**config.mk**
```make
export PLATFORM = sky130hd
export DESIGN_NAME = nibble_serial_accum
export DESIGN_NICKNAME = d
export VERILOG_FILES = /design/src/rtl/nibacc_pkg.sv /design/src/rtl/nib_add_co.sv /design/src/rtl/nibble_serial_accum.sv
export SDC_FILE = /design/constraint.sdc
export NUM_CORES = 1
export LEC_CHECK = 0
export ABC_AREA = 1
export ABC_CLOCK_PERIOD_IN_PS = 7650
export BUFFER_PORTS_ARGS = -buffer_cell sky130_fd_sc_hd__buf_2
export CORE_AREA = 2 2 77 79
export CTS_BUF_LIST = sky130_fd_sc_hd__clkbuf_2 sky130_fd_sc_hd__clkbuf_4 sky130_fd_sc_hd__clkbuf_8
export DETAILED_ROUTE_END_ITERATION = 12
export DIE_AREA = 0 0 79 81
export PLACE_DENSITY_LB_ADDON = 0.3
export SLEW_MARGIN = 20
export SYNTH_ARGS = -nofsm -noshare
export SYNTH_HDL_FRONTEND = slang
export SYNTH_SLANG_ARGS = --single-unit
```
**constraint.sdc**
```tcl
create_clock -name CLK -period 7.65 [get_ports CLK]
set_input_delay 0.3825 -clock CLK [delete_from_list [all_inputs] [get_ports CLK]]
set_output_delay 0.3825 -clock CLK [all_outputs]
set_load 0.005 [all_outputs]
```
**src/rtl/nibacc_pkg.sv**
```systemverilog
// Shared types and helpers for the nibble-serial accumulator.
// Holds the nibble width, FSM state type and the adder carry-out term.
package nibacc_pkg;

  localparam int NIB_W = 4;

  typedef enum logic {
    IDLE = 1'b0,
    RUN  = 1'b1
  } nibacc_state_t;

  // The adder cell has no carry-out, so it is rebuilt from the top bits.
  // Without a carry into bit 3 the sum bit q3 is a3^b3. With one, it is
  // the inverse. So (a3|b3) with q3 low means a carry left the nibble.
  function automatic logic nib_co(
    input logic a3,
    input logic b3,
    input logic q3
  );
    return (a3 & b3) | ((a3 | b3) & ~q3);
  endfunction

endpackage

```
**src/rtl/nib_add_co.sv**
```systemverilog
// 4-bit adder slice: sum of A+B+CI (no native carry-out) plus derived co.
// Ports: i_a, i_b nibble operands; i_ci carry-in; o_q sum; o_co carry-out.
module nib_add_co
  import nibacc_pkg::*;
(
  input  logic [NIB_W-1:0] i_a,
  input  logic [NIB_W-1:0] i_b,
  input  logic             i_ci,
  output logic [NIB_W-1:0] o_q,
  output logic             o_co
);

  logic [NIB_W-1:0] w_q;

  // Adder cell: result truncated to the nibble, carry-out is discarded.
  assign w_q  = i_a + i_b + {{(NIB_W-1){1'b0}}, i_ci};
  assign o_q  = w_q;
  assign o_co = nib_co(i_a[NIB_W-1], i_b[NIB_W-1], w_q[NIB_W-1]);

endmodule

```
**src/rtl/nibble_serial_accum.sv**
```systemverilog
// W-bit accumulator that adds/subtracts a step one nibble per clock.
// Ports: CLK, RESET (async high), LOAD/D, START/STEP/SUB/CIN in;
//        ACC, BUSY, DONE (pulse), CO (final carry), ZERO out.
module nibble_serial_accum
  import nibacc_pkg::*;
#(
  parameter int NIBBLES = 4
) (
  input  logic                     CLK,
  input  logic                     RESET,
  input  logic                     LOAD,
  input  logic [NIB_W*NIBBLES-1:0] D,
  input  logic                     START,
  input  logic [NIB_W*NIBBLES-1:0] STEP,
  input  logic                     SUB,
  input  logic                     CIN,
  output logic [NIB_W*NIBBLES-1:0] ACC,
  output logic                     BUSY,
  output logic                     DONE,
  output logic                     CO,
  output logic                     ZERO
);

  localparam int W  = NIB_W * NIBBLES;
  localparam int IW = (NIBBLES > 1) ? $clog2(NIBBLES) : 1;
  localparam logic [IW-1:0] LAST_IDX = IW'(NIBBLES - 1);

  nibacc_state_t r_state;
  nibacc_state_t w_next;

  logic [W-1:0]     r_acc;
  logic [W-1:0]     r_step;
  logic             r_mode;
  logic             r_carry;
  logic             r_done;
  logic             r_co;
  logic [IW-1:0]    r_idx;

  logic             w_last;
  logic             w_load;
  logic             w_go;
  logic [NIB_W-1:0] w_a;
  logic [NIB_W-1:0] w_b;
  logic [NIB_W-1:0] w_q;
  logic             w_co;

  // Nibble mux: current slice of ACC and the (possibly inverted) step.
  assign w_a    = r_acc[r_idx*NIB_W +: NIB_W];
  assign w_b    = r_step[r_idx*NIB_W +: NIB_W] ^ {NIB_W{r_mode}};
  assign w_last = (r_idx == LAST_IDX);

  nib_add_co u_add (
    .i_a  (w_a),
    .i_b  (w_b),
    .i_ci (r_carry),
    .o_q  (w_q),
    .o_co (w_co)
  );

  always_ff @(posedge CLK or posedge RESET) begin
    if (RESET) begin
      r_state <= IDLE;
    end else begin
      r_state <= w_next;
    end
  end

  // LOAD wins over START; a dropped START produces no DONE.
  always_comb begin
    w_next = r_state;
    w_load = 1'b0;
    w_go   = 1'b0;
    case (r_state)
      IDLE: begin
        if (LOAD) begin
          w_load = 1'b1;
        end else if (START) begin
          w_go   = 1'b1;
          w_next = RUN;
        end
      end
      RUN: begin
        if (w_last) begin
          w_next = IDLE;
        end
      end
      default: w_next = IDLE;
    endcase
  end

  always_ff @(posedge CLK or posedge RESET) begin
    if (RESET) begin
      r_acc   <= '0;
      r_step  <= '0;
      r_mode  <= 1'b0;
      r_carry <= 1'b0;
      r_done  <= 1'b0;
      r_co    <= 1'b0;
      r_idx   <= '0;
    end else begin
      r_done <= 1'b0;
      if (w_load) begin
        r_acc <= D;
      end
      // Subtract is A + ~B + 1, so the first carry-in is forced high.
      if (w_go) begin
        r_step  <= STEP;
        r_mode  <= SUB;
        r_carry <= SUB | CIN;
        r_idx   <= '0;
      end
      if (r_state == RUN) begin
        r_acc[r_idx*NIB_W +: NIB_W] <= w_q;
        r_carry <= w_co;
        r_idx   <= w_last ? '0 : r_idx + 1'b1;
        if (w_last) begin
          r_done <= 1'b1;
          r_co   <= w_co;
        end
      end
    end
  end

  assign ACC  = r_acc;
  assign BUSY = (r_state == RUN);
  assign DONE = r_done;
  assign CO   = r_co;
  assign ZERO = (r_acc == '0);

endmodule
```
# ---- After elaboration in Yosys (flattened, before gate mapping)
# Cells that the tools add are included.
dict set report word_totals {
  reg_bits 39
  latch_bits 0
  ramBits 0
  romBits 0
  wordCells 45
  memories 0
}
dict set report op_classes {
  add_sub_neg 4
  mul 0
  div_mod_pow 0
  order_cmp 0
  eq_ne 1
  shift 4
  mux 17
  bitwise 8
  reduce_logical 3
}
# operator count
set ops {}
lappend ops {{$neg 4->34} 1}
lappend ops {{$shift 4x34->16 const A} 1}
lappend ops {{$shiftx 4x34->16} 1}
lappend ops {{$mux 16} 2}
lappend ops {{$shiftx 16x5->4} 2}
lappend ops {{$bwmux 16} 1}
lappend ops {{$logic_not 16->1} 1}
lappend ops {{$mux 1} 10}
lappend ops {{$mux 2} 3}
lappend ops {{$add 4x1->4} 1}
lappend ops {{$add 4x4->4} 1}
lappend ops {{$xor 4x4->4} 1}
lappend ops {{$or 1x1->1} 3}
lappend ops {{$add 2x1->2 const B} 1}
lappend ops {{$and 1x1->1} 2}
lappend ops {{$eq 2x2->1 const B} 1}
lappend ops {{$not 1->1} 2}
lappend ops {{$pmux 1 s2} 1}
lappend ops {{$reduce_and 2->1} 1}
lappend ops {{$reduce_bool 2->1} 1}

# ---- Depth between registers and ports, before layout
dict set report logic_depth {
  ltp_word 8
  depth_mapped 15
  depth_no_buf 13
}

# ---- Cells and area by module
# Synthesis repeated with hierarchy kept, for this count alone.
dict set report unflattened {
  cells_unflattened 346
  area_unflattened_um2 2437.3
}
# mod n_inst cells_per_inst area_per_inst_um2 seq_area_each_um2
set modules_own_cells {}
lappend modules_own_cells {nibble_serial_accum 1 323 2277.2 975.9}
lappend modules_own_cells {nib_add_co 1 23 160.2 0.0}

# ---- Worst setup path after synthesis
# Ideal clock, no wire load.
dict set report synth_path {
  path_type {flip-flop to flip-flop}
  from {reg r_idx[1]}
  to {reg r_acc[11], in the netlist ACC[11]}
  arrival_ps 2357
  t_required_ps 7574
  path_slack_ps 5217
  stages_incl_launch_ff 13
  n_path_buf 2
  period_less_slack_ps 2433
  cell_sequence {dfrtp_1 > buf_6 > inv_1 > clkbuf_8 > nand3_1 > nand3_1 > nand2_1 > fa_1 > o21a_1 > fa_1 > nor2_1 > nand3_1 > o21ai_1}
}
dict set report synth_via {
  elab_chain_len 7
  elab_cells_between_ends 10
  cone_classes {add/sub: 3; shift: 4; mux: 2; bitwise: 1}
}
# item line
set synth_lines {}
lappend synth_lines {{start, declared} nibble_serial_accum.sv:37} ;# logic [IW-1:0] r_idx;
lappend synth_lines {{start signal, assigned} nibble_serial_accum.sv:115} ;# r_idx <= w_last ? '0 : r_idx + 1'b1;
lappend synth_lines {{$shiftx 16x5->4} nibble_serial_accum.sv:49} ;# assign w_b = r_step[r_idx*NIB_W +: NIB_W] ^ {NIB_W{r_mode}};
lappend synth_lines {{$xor 4x4->4} nibble_serial_accum.sv:49}
lappend synth_lines {{$add 4x4->4} nib_add_co.sv:16} ;# assign w_q = i_a + i_b + {{(NIB_W-1){1'b0}}, i_ci};
lappend synth_lines {{$add 4x1->4} nib_add_co.sv:16}
lappend synth_lines {{$shiftx 4x34->16} nibble_serial_accum.sv:113} ;# r_acc[r_idx*NIB_W +: NIB_W] <= w_q;
lappend synth_lines {{$bwmux 16 (*)} nibble_serial_accum.sv:113}
lappend synth_lines {{$mux 16 (*)} nibble_serial_accum.sv:112} ;# if (r_state == RUN) begin
lappend synth_lines {{end signal, assigned by index} nibble_serial_accum.sv:113}
lappend synth_lines {{end, declared} nibble_serial_accum.sv:31} ;# logic [W-1:0] r_acc;
# Every way passes the cells marked *; elsewhere a longest branch is shown, timed or not.
# A chain may end at the register's enable or synchronous reset.

# ---- Worst setup path after layout
dict set report layout_path {
  from {reg r_idx[0]}
  to {reg r_acc[7], in the netlist ACC[7]}
}
# Same word-level chain as after synthesis.

==> impl_summary.txt <==
----------------------------------------------------
[Synthesis]
  Synth area leaders ... dfrtp_1 (39%), nand2_1 (21%), inv_1 (6.5%)
  Area share of fa/ha/maj cells after synthesis ... 0.0647
  Primary flip-flop cell chosen by synthesis mapping ... dfrtp_1
  XOR/XNOR share of the synthesized area ... 0
  Proportion of synthesized area in mux cells ... 0
  Post-synthesis net count ... 393
  Area share of the largest cell type after synthesis ... 0.394
  Area of the mapped netlist ... roughly 0.0025 mm^2
  Number of standard cells after synthesis ... between 300 and 400
  Most frequently used cell type in the post-synthesis netlist ... nand2_1
  Count of flip-flops with a built-in enable after synthesis ... 0
  Sequential cell area fraction in the yosys report ... 0.394
  Number of storage elements in the synthesis netlist ... 39
  Fraction of the mapped netlist area in simple logic gates ... 0.348
  Compound-gate portion of the synthesized area ... 0.0672
  Most numerous cell types in the synthesized netlist ... nand2_1 (137), inv_1 (43), dfrtp_1 (39), nand3_1 (32), nor2_1 (18)
  Ys async rst share ... 1.00
  Unique cell type count in the Yosys netlist ... 26
  Syn. warnings ... 0
  Combinational family with the most area after synthesis ... simple AND/OR/NAND/NOR gates
  Post-Syn Area per Cell ... 7.20 um^2
  Cell type contributing the most total cell area after synthesis ... dfrtp_1

[CTS]
  Number of buffers created by CTS ... 5
  Worst-path clk slew ... 0.08 ns
  Max Root-Sink Buffers ... 2
  CTS root buffer ... clkbuf_8
  Count of instances resized after the clock tree is built ... 0
  Clock insertion delay at the later pin of the skew report ... roughly 0.30 ns
  Count of hold-fix buffers inserted at cts ... 0
  TritonCTS clock tree ... done
  TritonCTS sink count ... 39
  CTS HTree Levels ... 2
  Buffers inserted during post-CTS setup optimization ... 0

[Run status]
  Status ... complete, no violations

[Power and ir drop]
  IR drop worst, VDD ... around 0.18 mV
  Power Total ... 1290 uW
  Pint ... 651 uW
  Sequential power share ... 0.329
  Clk network pwr share ... 0.110
  Fraction of power consumed by combinational cells ... 0.561
  Psw ... ~640 uW
  LEAKAGE ... roughly 0.0016 uW
  Total power density per cell area ... about 460 mW/mm^2
  Sw frac ... 0.494

[Timing]
  Setup total negative slack ... 0 ns
  Final worst clock skew ... 0.00563 ns
  Final count of negative-setup-slack endpoints ... 0
  Final critical delay including setup and external delays ... approximately 3.3 ns
  Maximum achievable frequency ... 0.304 GHz
  Setup WS post-layout ... approximately 4.4 ns
  Final count of pins violating max slew ... 0
  Crit share post-route ... 0.430
  Final-report hold violation count ... 0
  RSZ-0062 raised after global routing ... false
  Slew Limit Headroom ... 0.386
  Pin slew with the least headroom to its limit ... 0.921 ns

[Setup path]
  Worst EP required ... 7.86 ns
  Critical Path Source ... r_idx[0]
  Data arrival time of the critical path ... 3.51 ns
  Capturing point of the worst reg2reg path ... ACC[7]
  Slack of the worst reg-to-reg path ... 4.36 ns
  Capture point of the worst path ... ACC[7]
  R2R depth ... 11
  Worst setup EP type ... register
  Crit Reg-Reg Startpoint ... r_idx[0]
  CP startpoint kind ... register
  Maximum fanout count along the critical path ... 30
  Setup Crit Path Kind ... reg -> reg

[Routing]
  WL final ... about 5.9 mm
  Iteration-0 DRC count of the detailed router ... 102
  Final antenna-violating net count ... 0
  First-pass DRT Iterations ... 4
  Via-to-Cell Ratio ... 4.79
  Wire length per cell after detailed routing ... 12.4 um
  Remaining design rule violation count ... 0
  Vias ... 2,265

[Floorplanning]
  Initial Util ... 0.436
  Number of placed I/O pins ... 58
  Area of the die ... 0.00640 mm^2
  Die boundary height ... 81 um
  Area of the placeable core ... around 0.0057 mm^2
  Horizontal die dimension ... a little under 80 um
  Floorplan row count ... 28

[Hold path]
  Type of the worst min-delay path ... in -> async

[Final layout]
  Utilization after layout ... 0.497
  Ratio of cells with drive above 1 in the final layout ... 0.198
  Number of non-filler instances in the completed layout ... 473
  Filler instances ... 605
  Layout area overhead ... 13.8%
  Nets@finish ... 446
  Number of antenna repair diodes ... 0

[GRT]
  Initial antenna violation count ... 0
  Pin count of the biggest net entering global routing ... 40
  Total global-route track usage ... 0.192
  Global route overflow ... 0
  Global-route wire length before repair ... 9.53 mm
  Number of global-route vias before repair ... 2,020

[Place]
  Final weighted congestion in routability-driven placement ... 0.863
  DPL Wire Length ... 4.24 mm
  Post-placement setup slack ... 4.41 ns
  Number of port buffers ... 57
  Number of placed instances with taps included ... between 400 and 500

[Run]
  Number of violations of the max-capacitance limit ... 0

----------------------------------------------------
-- cells in the final DEF (no fill, tap or decap) --
cell,n
buf_4,1
o22ai_1,1
dfrtp_1,39
o21ai_0,14
or2_2,1
inv_4,1
nand4_1,7
nor2_4,2
nor2_2,2
nand2_1,137
clkinv_2,1
nand2_4,2
a21oi_1,9
clkinvlp_4,1
ha_1,8
clkbuf_4,1
nor2_1,18
fa_1,3
o211ai_1,1
clkbuf_8,5
nand3_1,32
buf_2,57
nand2_2,2
inv_2,3
o21ai_1,6
inv_1,43
o21a_1,1
-- worst min-delay path by stage --
| stage | endpoint | slack, ns | cells after the start |
|---|---|---|---|
| 6_report | r_step[3] | 0.19 | 3 |
| 5_1_grt | ACC[8] | 0.25 | 3 |
| 4_1_cts | r_step[3] | 0.21 | 3 |
| 3_5_place_dp | r_step[12] | 0.46 | 2 |
| 3_3_place_gp | r_step[12] | 0.46 | 2 |
| 2_1_floorplan | r_step[15] | 0.44 | 2 |
-- routing by layer --
| layer | wire length (um) | track usage | up-vias |
|---|---|---|---|
| met5 | 0 | 0 | - |
| met1 | 2720 | 0.256 | 1009 |
| met4 | 109 | 0.0759 | 0 |
| met2 | 2730 | 0.320 | 78 |
| li1 | - | - | 1169 |
| met3 | 328 | 0.0256 | 9 |
-- power by group through the flow --
stage               Combinational [uW]  Clock [uW]  Sequential [uW]
detailed placement                 720           0              426
floorplan                          604           0              378
finish                             721         142              423
global placement                   700           0              423
global route                       847         153              441
CTS                                727         145              423
-- kinds of logic (layout without fill, tap and decap cells) --
family / after synthesis / in the layout
buffers and inverters: 59 / 113
adder cells (fa/ha/maj): 11 / 11
AO/OA/AOI/OAI: 32 / 32
AND/OR/NAND/NOR: 203 / 203
flip-flops: 39 / 39
-- layout make-up --
| class | count | area, um^2 | area share |
|---|---|---|---|
| multi-input combinational | 246 | 1190 | 0.422 |
| clock inverter | 2 | 12.5 | 0.00444 |
| inverter | 47 | 179 | 0.0635 |
| tap | 75 | 93.8 | 0.0333 |
| timing repair buffer | 58 | 293 | 0.104 |
| clock buffer | 6 | 76.3 | 0.0271 |
| sequential | 39 | 976 | 0.346 |
-- flip-flops by register name (all words and copies together) (netlist names) --
register and count:
ACC 16, r_idx 2, DONE 1, CO 1, r_carry 1, BUSY 1
r_step 16, r_mode 1
-- worst max-delay path, stage by stage (launching register included) --
cell and delay, ns:
dfrtp_1 0.95, inv_2 0.33, nand2_1 0.13, nand3_1 0.09, nand3_1 0.11, nand2_1 0.07
fa_1 0.42, o21a_1 0.22, fa_1 0.45, nor2_1 0.19, nand3_1 0.11, o21ai_0 0.12
-- metrics by stage --
stage               hold WS (ns)  area [um^2]
CTS                        0.206         2820
floorplan                  0.442         2480
global placement           0.459         2730
global route               0.247         2820
finish                     0.192         2820
detailed placement         0.461         2730
Power figures use the tool's default switching activity.
